[src/rtl/muldiv_pkg.sv]
// Shared op codes, FSM state encoding and decode helpers for the HI/LO
// multiply/divide unit.
package muldiv_pkg;

  localparam logic [4:0] OP_MULT  = 5'd8;
  localparam logic [4:0] OP_MULTU = 5'd9;
  localparam logic [4:0] OP_DIV   = 5'd15;
  localparam logic [4:0] OP_DIVU  = 5'd16;
  localparam logic [4:0] OP_MADD  = 5'd17;
  localparam logic [4:0] OP_MSUB  = 5'd18;
  localparam logic [4:0] OP_MFHI  = 5'd21;
  localparam logic [4:0] OP_MTHI  = 5'd22;
  localparam logic [4:0] OP_MFLO  = 5'd23;
  localparam logic [4:0] OP_MTLO  = 5'd24;

  typedef enum logic [1:0] {
    ST_IDLE,
    ST_MUL,
    ST_DIV,
    ST_FIX
  } state_t;

  // How the finished product is folded into {HI,LO}.
  typedef enum logic [1:0] {
    MK_MULT,
    MK_MADD,
    MK_MSUB
  } mul_kind_t;

  function automatic logic is_mul_op(input logic [4:0] op);
    return (op == OP_MULT) || (op == OP_MULTU) || (op == OP_MADD) || (op == OP_MSUB);
  endfunction

  function automatic logic is_mf_op(input logic [4:0] op);
    return (op == OP_MFHI) || (op == OP_MFLO);
  endfunction

endpackage

[src/rtl/hilo_muldiv_unit_if.sv]
// Request/response bundle between the EX stage and the HI/LO unit.
interface hilo_muldiv_unit_if #(
  parameter int WIDTH = 32
);
  logic             Start;
  logic [4:0]       Op;
  logic [WIDTH-1:0] A;
  logic [WIDTH-1:0] B;
  logic             Flush;
  logic             Busy;
  logic             Stall;
  logic             Done;
  logic             DivByZero;
  logic [WIDTH-1:0] Hi;
  logic [WIDTH-1:0] Lo;
  logic [WIDTH-1:0] Result;

  modport master (
    output Start, Op, A, B, Flush,
    input  Busy, Stall, Done, DivByZero, Hi, Lo, Result
  );

  modport slave (
    input  Start, Op, A, B, Flush,
    output Busy, Stall, Done, DivByZero, Hi, Lo, Result
  );
endinterface

[src/rtl/div_iter_core.sv]
// Unsigned restoring divider: one quotient bit per cycle, WIDTH bits total.
// The start edge already resolves the first bit; done pulses once results are valid.
module div_iter_core #(
  parameter int WIDTH = 32
) (
  input  logic             clk,
  input  logic             rst_n,
  input  logic             clear,
  input  logic             start,
  input  logic [WIDTH-1:0] dividend,
  input  logic [WIDTH-1:0] divisor,
  output logic             done,
  output logic [WIDTH-1:0] quotient,
  output logic [WIDTH-1:0] remainder
);
  localparam int CW = $clog2(WIDTH + 1);

  logic             running;
  logic [CW-1:0]    cnt;
  logic [WIDTH-1:0] divisor_q;
  logic [WIDTH-1:0] src_rem, src_quo, src_div;
  logic [WIDTH:0]   shifted;
  logic             fits;
  logic [WIDTH-1:0] rem_next, quo_next;

  // Quotient register doubles as the dividend shift register.
  assign src_rem  = start ? '0 : remainder;
  assign src_quo  = start ? dividend : quotient;
  assign src_div  = start ? divisor : divisor_q;
  assign shifted  = {src_rem, src_quo[WIDTH-1]};
  assign fits     = shifted >= {1'b0, src_div};
  assign rem_next = fits ? WIDTH'(shifted - {1'b0, src_div}) : shifted[WIDTH-1:0];
  assign quo_next = {src_quo[WIDTH-2:0], fits};

  // NOTE: sequential state uses non-blocking assignments so every flop samples pre-edge values.
  always_ff @(posedge clk or negedge rst_n) begin
    if (!rst_n) begin
      running   <= 1'b0;
      done      <= 1'b0;
      cnt       <= '0;
      divisor_q <= '0;
      quotient  <= '0;
      remainder <= '0;
    end else if (clear) begin
      running <= 1'b0;
      done    <= 1'b0;
      cnt     <= '0;
    end else begin
      done <= 1'b0;
      if (start) begin
        running   <= 1'b1;
        cnt       <= CW'(1);
        divisor_q <= divisor;
        quotient  <= quo_next;
        remainder <= rem_next;
      end else if (running) begin
        quotient  <= quo_next;
        remainder <= rem_next;
        cnt       <= cnt + CW'(1);
        if (cnt == CW'(WIDTH - 1)) begin
          running <= 1'b0;
          done    <= 1'b1;
        end
      end
    end
  end

endmodule

[src/rtl/hilo_muldiv_unit.sv]
// HI/LO register pair with a pipelined multiplier (mult/multu/madd/msub) and an
// iterative divider (div/divu); the pipeline stalls while either is in flight.
module hilo_muldiv_unit
  import muldiv_pkg::*;
#(
  parameter int WIDTH   = 32,
  parameter int MUL_LAT = 2
) (
  input logic               Clk,
  input logic               Reset_n,
  hilo_muldiv_unit_if.slave bus
);
  localparam int DW = 2 * WIDTH;

  state_t           state_q, state_d;
  logic [WIDTH-1:0] hi_q, lo_q, hi_d, lo_d;
  logic             done_q, done_d, dbz_q, dbz_d;
  mul_kind_t        mul_kind_q;
  logic             a_neg_q, q_neg_q;

  logic             busy, accept, op_mul, op_div, is_div_s, b_zero, mul_signed;
  logic [DW-1:0]    ext_a, ext_b, product, mul_acc;
  logic [DW-1:0]    mul_pipe [MUL_LAT];
  logic [MUL_LAT-1:0] mul_vld;
  logic             div_start, div_done;
  logic [WIDTH-1:0] div_dividend, div_divisor, div_quo, div_rem, fix_quo, fix_rem;

  assign busy     = state_q != ST_IDLE;
  assign accept   = bus.Start && !bus.Flush && !busy;
  assign op_mul   = is_mul_op(bus.Op);
  assign op_div   = (bus.Op == OP_DIV) || (bus.Op == OP_DIVU);
  assign is_div_s = bus.Op == OP_DIV;
  assign b_zero   = bus.B == '0;

  // Extending to 2*WIDTH first makes a truncated 2*WIDTH multiply exact for both signednesses.
  assign mul_signed = bus.Op != OP_MULTU;
  assign ext_a   = mul_signed ? {{WIDTH{bus.A[WIDTH-1]}}, bus.A} : {{WIDTH{1'b0}}, bus.A};
  assign ext_b   = mul_signed ? {{WIDTH{bus.B[WIDTH-1]}}, bus.B} : {{WIDTH{1'b0}}, bus.B};
  assign product = ext_a * ext_b;

  // NOTE: the product pipeline is ordinary flops, so it is reset like any other register.
  always_ff @(posedge Clk or negedge Reset_n) begin
    if (!Reset_n) begin
      mul_vld <= '0;
      for (int i = 0; i < MUL_LAT; i++) mul_pipe[i] <= '0;
    end else if (bus.Flush) begin
      mul_vld <= '0;
    end else begin
      mul_vld[0] <= accept && op_mul;
      if (accept && op_mul) mul_pipe[0] <= product;
      for (int i = 1; i < MUL_LAT; i++) begin
        mul_vld[i]  <= mul_vld[i-1];
        mul_pipe[i] <= mul_pipe[i-1];
      end
    end
  end

  always_comb begin
    case (mul_kind_q)
      MK_MADD: mul_acc = {hi_q, lo_q} + mul_pipe[MUL_LAT-1];
      MK_MSUB: mul_acc = {hi_q, lo_q} - mul_pipe[MUL_LAT-1];
      default: mul_acc = mul_pipe[MUL_LAT-1];
    endcase
  end

  // Signed divide runs on magnitudes; the signs are restored in FIX.
  assign div_dividend = (is_div_s && bus.A[WIDTH-1]) ? -bus.A : bus.A;
  assign div_divisor  = (is_div_s && bus.B[WIDTH-1]) ? -bus.B : bus.B;
  assign div_start    = accept && op_div && !b_zero;

  div_iter_core #(.WIDTH(WIDTH)) u_div (
    .clk      (Clk),
    .rst_n    (Reset_n),
    .clear    (bus.Flush),
    .start    (div_start),
    .dividend (div_dividend),
    .divisor  (div_divisor),
    .done     (div_done),
    .quotient (div_quo),
    .remainder(div_rem)
  );

  assign fix_quo = q_neg_q ? -div_quo : div_quo;
  assign fix_rem = a_neg_q ? -div_rem : div_rem;

  // NOTE: every signal written here gets a default first, so no latch is inferred.
  always_comb begin
    state_d = state_q;
    hi_d    = hi_q;
    lo_d    = lo_q;
    done_d  = 1'b0;
    dbz_d   = 1'b0;
    case (state_q)
      ST_IDLE: begin
        if (accept) begin
          if (bus.Op == OP_MTHI) begin
            hi_d   = bus.A;
            done_d = 1'b1;
          end else if (bus.Op == OP_MTLO) begin
            lo_d   = bus.A;
            done_d = 1'b1;
          end else if (op_mul) begin
            state_d = ST_MUL;
          end else if (op_div) begin
            if (b_zero) begin
              done_d = 1'b1;
              dbz_d  = 1'b1;
            end else begin
              state_d = ST_DIV;
            end
          end
        end
      end
      ST_MUL: begin
        if (bus.Flush) begin
          state_d = ST_IDLE;
        end else if (mul_vld[MUL_LAT-1]) begin
          state_d      = ST_IDLE;
          {hi_d, lo_d} = mul_acc;
          done_d       = 1'b1;
        end
      end
      ST_DIV: begin
        if (bus.Flush)     state_d = ST_IDLE;
        else if (div_done) state_d = ST_FIX;
      end
      ST_FIX: begin
        state_d = ST_IDLE;
        if (!bus.Flush) begin
          hi_d   = fix_rem;
          lo_d   = fix_quo;
          done_d = 1'b1;
        end
      end
      default: state_d = ST_IDLE;
    endcase
  end

  always_ff @(posedge Clk or negedge Reset_n) begin
    if (!Reset_n) begin
      state_q    <= ST_IDLE;
      hi_q       <= '0;
      lo_q       <= '0;
      done_q     <= 1'b0;
      dbz_q      <= 1'b0;
      mul_kind_q <= MK_MULT;
      a_neg_q    <= 1'b0;
      q_neg_q    <= 1'b0;
    end else begin
      state_q <= state_d;
      hi_q    <= hi_d;
      lo_q    <= lo_d;
      done_q  <= done_d;
      dbz_q   <= dbz_d;
      if (accept) begin
        mul_kind_q <= (bus.Op == OP_MADD) ? MK_MADD :
                      (bus.Op == OP_MSUB) ? MK_MSUB : MK_MULT;
        a_neg_q    <= is_div_s && bus.A[WIDTH-1];
        q_neg_q    <= is_div_s && (bus.A[WIDTH-1] ^ bus.B[WIDTH-1]);
      end
    end
  end

  // mfhi/mflo keep stalling through the Done cycle of the op they wait on.
  assign bus.Stall     = bus.Start && (busy || (done_q && is_mf_op(bus.Op)));
  assign bus.Busy      = busy;
  assign bus.Done      = done_q;
  assign bus.DivByZero = dbz_q;
  assign bus.Hi        = hi_q;
  assign bus.Lo        = lo_q;
  assign bus.Result    = (bus.Op == OP_MFHI) ? hi_q :
                         (bus.Op == OP_MFLO) ? lo_q : '0;

endmodule

[src/flat_wrapper.sv]
// flat-port wrapper written by rule: the top's interface ports become plain ports
module hilo_muldiv_unit_flat import muldiv_pkg::*;
#(
  parameter int WIDTH   = 32,
  parameter int MUL_LAT = 2
)
  (Clk, Reset_n, bus_Start, bus_Op, bus_A, bus_B, bus_Flush, bus_Busy, bus_Stall, bus_Done, bus_DivByZero, bus_Hi, bus_Lo, bus_Result);
  hilo_muldiv_unit_if #(.WIDTH(WIDTH)) bus_i ();
  input logic Clk;
  input logic Reset_n;
  input wire logic [$bits(bus_i.Start)-1:0] bus_Start;
  input wire logic [$bits(bus_i.Op)-1:0] bus_Op;
  input wire logic [$bits(bus_i.A)-1:0] bus_A;
  input wire logic [$bits(bus_i.B)-1:0] bus_B;
  input wire logic [$bits(bus_i.Flush)-1:0] bus_Flush;
  output wire logic [$bits(bus_i.Busy)-1:0] bus_Busy;
  output wire logic [$bits(bus_i.Stall)-1:0] bus_Stall;
  output wire logic [$bits(bus_i.Done)-1:0] bus_Done;
  output wire logic [$bits(bus_i.DivByZero)-1:0] bus_DivByZero;
  output wire logic [$bits(bus_i.Hi)-1:0] bus_Hi;
  output wire logic [$bits(bus_i.Lo)-1:0] bus_Lo;
  output wire logic [$bits(bus_i.Result)-1:0] bus_Result;
  assign bus_i.Start = bus_Start;
  assign bus_i.Op = bus_Op;
  assign bus_i.A = bus_A;
  assign bus_i.B = bus_B;
  assign bus_i.Flush = bus_Flush;
  assign bus_Busy = bus_i.Busy;
  assign bus_Stall = bus_i.Stall;
  assign bus_Done = bus_i.Done;
  assign bus_DivByZero = bus_i.DivByZero;
  assign bus_Hi = bus_i.Hi;
  assign bus_Lo = bus_i.Lo;
  assign bus_Result = bus_i.Result;
  hilo_muldiv_unit #(.WIDTH(WIDTH), .MUL_LAT(MUL_LAT)) u_core (.Clk(Clk), .Reset_n(Reset_n), .bus(bus_i));
endmodule
[config.mk]
export PLATFORM = sky130hd
export DESIGN_NAME = hilo_muldiv_unit_flat
export DESIGN_NICKNAME = d
export VERILOG_FILES = /design/src/rtl/muldiv_pkg.sv /design/src/rtl/hilo_muldiv_unit_if.sv /design/src/rtl/div_iter_core.sv /design/src/rtl/hilo_muldiv_unit.sv /design/src/flat_wrapper.sv
export SDC_FILE = /design/constraint.sdc
export NUM_CORES = 2
export LEC_CHECK = 0
export ABC_AREA = 1
export BUFFER_PORTS_ARGS = -buffer_cell sky130_fd_sc_hd__buf_2
export CORE_AREA = 5 5 504 506
export DETAILED_ROUTE_END_ITERATION = 10
export DIE_AREA = 0 0 509 511
export HOLD_SLACK_MARGIN = 0.03
export SLEW_MARGIN = 15
export SYNTH_ARGS = -nofsm -noshare
export SYNTH_HDL_FRONTEND = slang
export SYNTH_HIERARCHICAL = 1
export SYNTH_SLANG_ARGS = --single-unit
[constraint.sdc]
create_clock -name Clk -period 3.9 [get_ports Clk]
set_input_delay 0.78 -clock Clk [delete_from_list [all_inputs] [get_ports Clk]]
set_output_delay 0.78 -clock Clk [all_outputs]
set_load 0.03 [all_outputs]
Word-level counts from Yosys, hierarchy flattened
Index checks and enable logic that the tools add are counted.

Flip-flop bits (word level): 306. Input port bits: 73. Output and inout bits: 100. Logic and storage cells: 157.

Add/subtract/negate cells: 8. $mul: 1. Order comparisons: 1. Equality and inequality tests: 29. Muxes and demuxes: 69. Bitwise gates (word level): 2. Reductions and logical operators: 30.

Operator list (number): 32-bit 2-to-1 mux (25); 32-bit case mux with 3 select lines (2); 64-bit 2-to-1 mux (2); 32-bit negation (4); 64-bit case mux with 2 select lines (1); 64-bit adder (1); 64-bit by 64-bit multiplier with 64-bit output (1); 64-bit subtractor (1); 5-bit equality test (second input constant) (7); 33-bit by 32-bit greater-or-equal comparator with 1-bit output (1); 32-bit zero test (1); 32-bit subtractor (1); 2-bit 2-to-1 mux (13); 1-bit 2-to-1 mux (21); 6-bit 2-to-1 mux (3); 5-bit by 4-bit equality test with 1-bit output (second input constant) (3); 7-bit AND reduction (2); 1-bit logical AND (10); 2-bit by 1-bit inequality test with 1-bit output (second input constant) (4); 2-bit inequality test (second input constant) (4); 2-bit case mux with 4 select lines (1); 6-bit by 1-bit adder with 6-bit output (second input constant) (1); 2-bit equality test (second input constant) (3); 6-bit by 5-bit equality test with 1-bit output (second input constant) (1); 15 further kinds (27).

Depth between registers and ports, before layout
Depth after elaboration: 10. Mapped depth: 43. Mapped depth without buffers: 43.

Cells and area by module
Netlist, hierarchy kept.

Modules (own cells, without submodules): hilo_muldiv_unit (times used 1, cells an instance 9239, area an instance 68823.5 um^2, sequential area each 5054.8 um^2); div_iter_core (times used 1, cells an instance 1183, area an instance 7754.9 um^2, sequential area each 2602.5 um^2).

Worst setup path after synthesis
OpenSTA, ideal clock, no wires.

Kind: in2reg. Start point: input bus_Op[1]. End point: register u_core/mul_pipe[127] (netlist name). Setup time: 117 ps. Data arrival time: 9215 ps. Data required time: 3783 ps. Slack: -5433 ps. Stages on the path: 33. Buffers on the path: 3. Cell sequence: buf_2 nor2_1 nand3_2 clkbuf_1 buf_1 nand2_1 fa_1 inv_1 fa_1 fa_1 inv_1 fa_1 inv_1 fa_1 fa_1 fa_1 inv_1 fa_1 inv_1 fa_1 inv_1 fa_1 inv_1 ha_1 inv_1 nor3_1 nand2_1 nor4_1 a21oi_1 inv_1 nand2_1 nand3_1 nand2_1.

Cells in the longest elaborated chain, start to end: 6. Elaborated cells on any way between the ends: 13. Classes of those cells: 1 x mul; 5 x eq/ne; 2 x mux; 5 x reduce/logical.

Ends and longest elaborated chain: start: declaration (RTL line flat_wrapper.sv:12) `input wire logic [$bits(bus_i.Op)-1:0] bus_Op;`; branches (longest 6 deep; another with 64-bit by 64-bit multiplier with 64-bit output); end signal: indexed assignment (RTL line hilo_muldiv_unit.sv:53) `mul_pipe[i] <= mul_pipe[i-1];`; end: declaration (RTL line hilo_muldiv_unit.sv:23) `logic [DW-1:0] mul_pipe [MUL_LAT];`.

Several ways; the timed one is not identified. A chain may end at the register's enable or synchronous reset.

Worst setup path in the final report
Start point: input bus_Op[3]. End point: register u_core/mul_pipe[114] (netlist name).

The elaborated chain is that of the path after synthesis.

==> reports/results.txt <==
Status = complete, but fails checks
Violated checks = negative setup slack
Initial Util = 30.7%
PortBufs = 172
CTS root buf = clkbuf_16
Std cell rows = 184
Layout net count = 13800
Ports = 173
Global-route wire length before repair = 465000 um
CP arrival = 9.37 ns
Worst setup EP type = flop
Area leader, netlist = fa_1
Worst Path Required = 4.40 ns
Top-count cell post-synth = inv_1
Syn Area/Cell = 7.35 um^2
TritonCTS clock tree = yes
Post-synth EDFFs = 0
CP max stage cell = fa_1
Final WS setup = -4.97 ns
Crit-path leading delay family = adder cells
Yosys reg bits = 306
Post-synth top area share = 37.0%
Detail Route Antenna Nets = 0
Vias in the first global route = 73900
Ys async rst share = 100%
Max incr delay on CP = 0.59 ns
CP max FO = 5
1st-iter DRT viols = 5963
RD Place Congestion = 1.02
Final Hold Fails = 0
Setup Skew = 0.0422 ns
Clock Sinks = 306
Layout cells sized above 1 = 22.6%
Drt drc = 0
Relative max-transition margin = 39.0%
Bufs on Longest Clock Path = 3
# fillers = 25700
H-tree Lvls = 2
Cell area after synthesis = 76600 um^2
Yosys warnings = 6
Vias per inst = 4.73
Commonest cells post-synth = inv_1, nand2_1, fa_1, nor2_1, o21ai_0
Die Ht = 511 um
Total gr overflow = 0
P&R area growth vs syn = 29.8%
Max Freq = 113 MHz
Clock period minus worst slack = 8.87 ns
Max Cap Violations = 0
Placed wire-length estimate = 267000 um
Hold Path Class = in -> async
Synth unique cells = 60
Total core area = 250000 um^2
CTS Buf Count = 40
Vias = 72100
Largest net degree at the start of global routing = 84
Die width = 509 um
Count of final max-slew check failures = 0
Largest cells by area after synthesis = fa_1, inv_1, nand2_1, dfrtp_1, ha_1
Endpoints failing setup = 136
Critical Path Most Common Cell = fa_1
Sequential area share after synthesis = 10.0%
Crit path launch type = input port
Routed WL per cell = 20.3 um
WS Path Type = in -> reg
Initial antenna violation count = 17
Synth Net Count = 12300
Least-Margin Pin Slew = 0.915 ns
Tcrit/Tclk final = 227%
Total GRT Usage = 23.5%
First-pass detailed-route iteration total = 6
Buf/Inv on CP = 15
Mapped Cells = 10400
Post-synth top flop = dfrtp_1
Clk_lat worst skew = 0.60 ns
Die ar. = 260000 um^2
Reg clk slew, reported paths = 0.07 ns
Final wirelength = 309000 um
Fin util = 39.8%
RSZ-0062 raised after global routing = yes
==> layout make-up <==
class / count / area [um^2] / area share, %
diodes: 8 / 20.0 / 0.0201
clock buffers: 53 / 1150 / 1.16
clock inverters: 20 / 293 / 0.294
inverters: 2750 / 10400 / 10.4
multi-input cells: 6964 / 60800 / 61.1
flip-flops and latches: 306 / 7660 / 7.70
well taps: 3348 / 4190 / 4.21
repair buffers: 1785 / 15000 / 15.1
==> state kept, by name, summed over array words and instances, names as in the netlist, 2 cells and up <==
register	flops
u_core/bus.Hi	32
u_core/bus.Lo	32
u_core/mul_kind_q	2
u_core/mul_pipe	128
u_core/mul_vld	2
u_core/state_q	2
u_core/u_div/cnt	6
u_core/u_div/divisor_q	32
u_core/u_div/quotient	32
u_core/u_div/remainder	32
==> layer usage <==
| layer | global-route usage (%) | routed length [um] | part of all wire, % | vias up |
|---|---|---|---|---|
| li1 | - | - | - | 33500 |
| met1 | 31.0 | 128000 | 42 | 35400 |
| met2 | 38.9 | 143000 | 46 | 2580 |
| met3 | 3.25 | 21700 | 7.0 | 576 |
| met4 | 9.25 | 15800 | 5.1 | 10 |
| met5 | 0 | 61 | 0.020 | - |
==> path summary, 6_finish.rpt <==
kind / cells after the start / slack (ns) / start / endpoint
max: 40 / -4.97 / bus_Op[3] / u_core/mul_pipe[114]
min: 1 / 0.22 / Reset_n / u_core/mul_pipe[66]
max reg2reg: 26 / -0.59 / u_core/mul_pipe[0] / u_core/bus.Hi[9]
min reg2reg: 2 / 0.48 / u_core/mul_vld[0] / u_core/mul_vld[1]
max in group asynchronous: 2 / 2.75 / Reset_n / u_core/bus.Hi[11]
min in group Clk: 2 / 0.48 / u_core/mul_vld[0] / u_core/mul_vld[1]
==> cells by family (layout without fill, tap and decap cells) <==
family,after synthesis,after routing,synth area share (%)
muxes,30,30,0.392
xor gates and xnor gates,204,204,2.33
adders and majority gates,1837,1837,43.9
DFF,306,306,10.0
buffers and inverters,3152,4608,15.6
and+or+nand+nor,3907,3907,20.8
AOI/OAI and AO/OA,986,986,7.03
other,0,8,0
==> layout by cell type, fill, tap and decap left out, types with 88 or more instances in the layout <==
master   netlist  final
nor2_1       714    606
buf_12         0    103
buf_4          0   1426
nand2_2        6    108
ha_4           0     88
xor2_1       151    149
buf_6          6     96
dfrtp_1      306    306
inv_2         25    109
nand3_1      384    332
ha_1         420    326
o21ai_0      430    350
buf_2         32    134
nand2_1     2530   2375
a21oi_1      353    286
inv_1       2723   2626
fa_1        1417   1348
==> what timing repair did <==
action,4_1_cts,5_1_grt
pin swaps,101,236
resized for setup,425,384
gates cloned,4,0
endpoints found under the setup margin,137,142
hold buffers,0,0
setup buffers,50,46
hold endpoints to repair,0,0
==> through the flow <==
step	worst slack [ns]	cells	instance area [um^2]	setup TNS, ns	hold slack, ns
2_1_floorplan	-4.86	10400	79800	-208.36	0.434
3_3_place_gp	-6.13	15100	94100	-347.85	0.455
3_5_place_dp	-6.10	15100	94100	-349.07	0.465
4_1_cts	-4.84	15200	97700	-251.96	0.247
5_1_grt	-5.12	15200	99400	-283.76	0.270
6_report	-4.97	15200	99400	-251.65	0.218
Power is left out: the tool's default activity adds up to more than one toggle a clock period on the data nets, which glitch-free logic cannot reach.
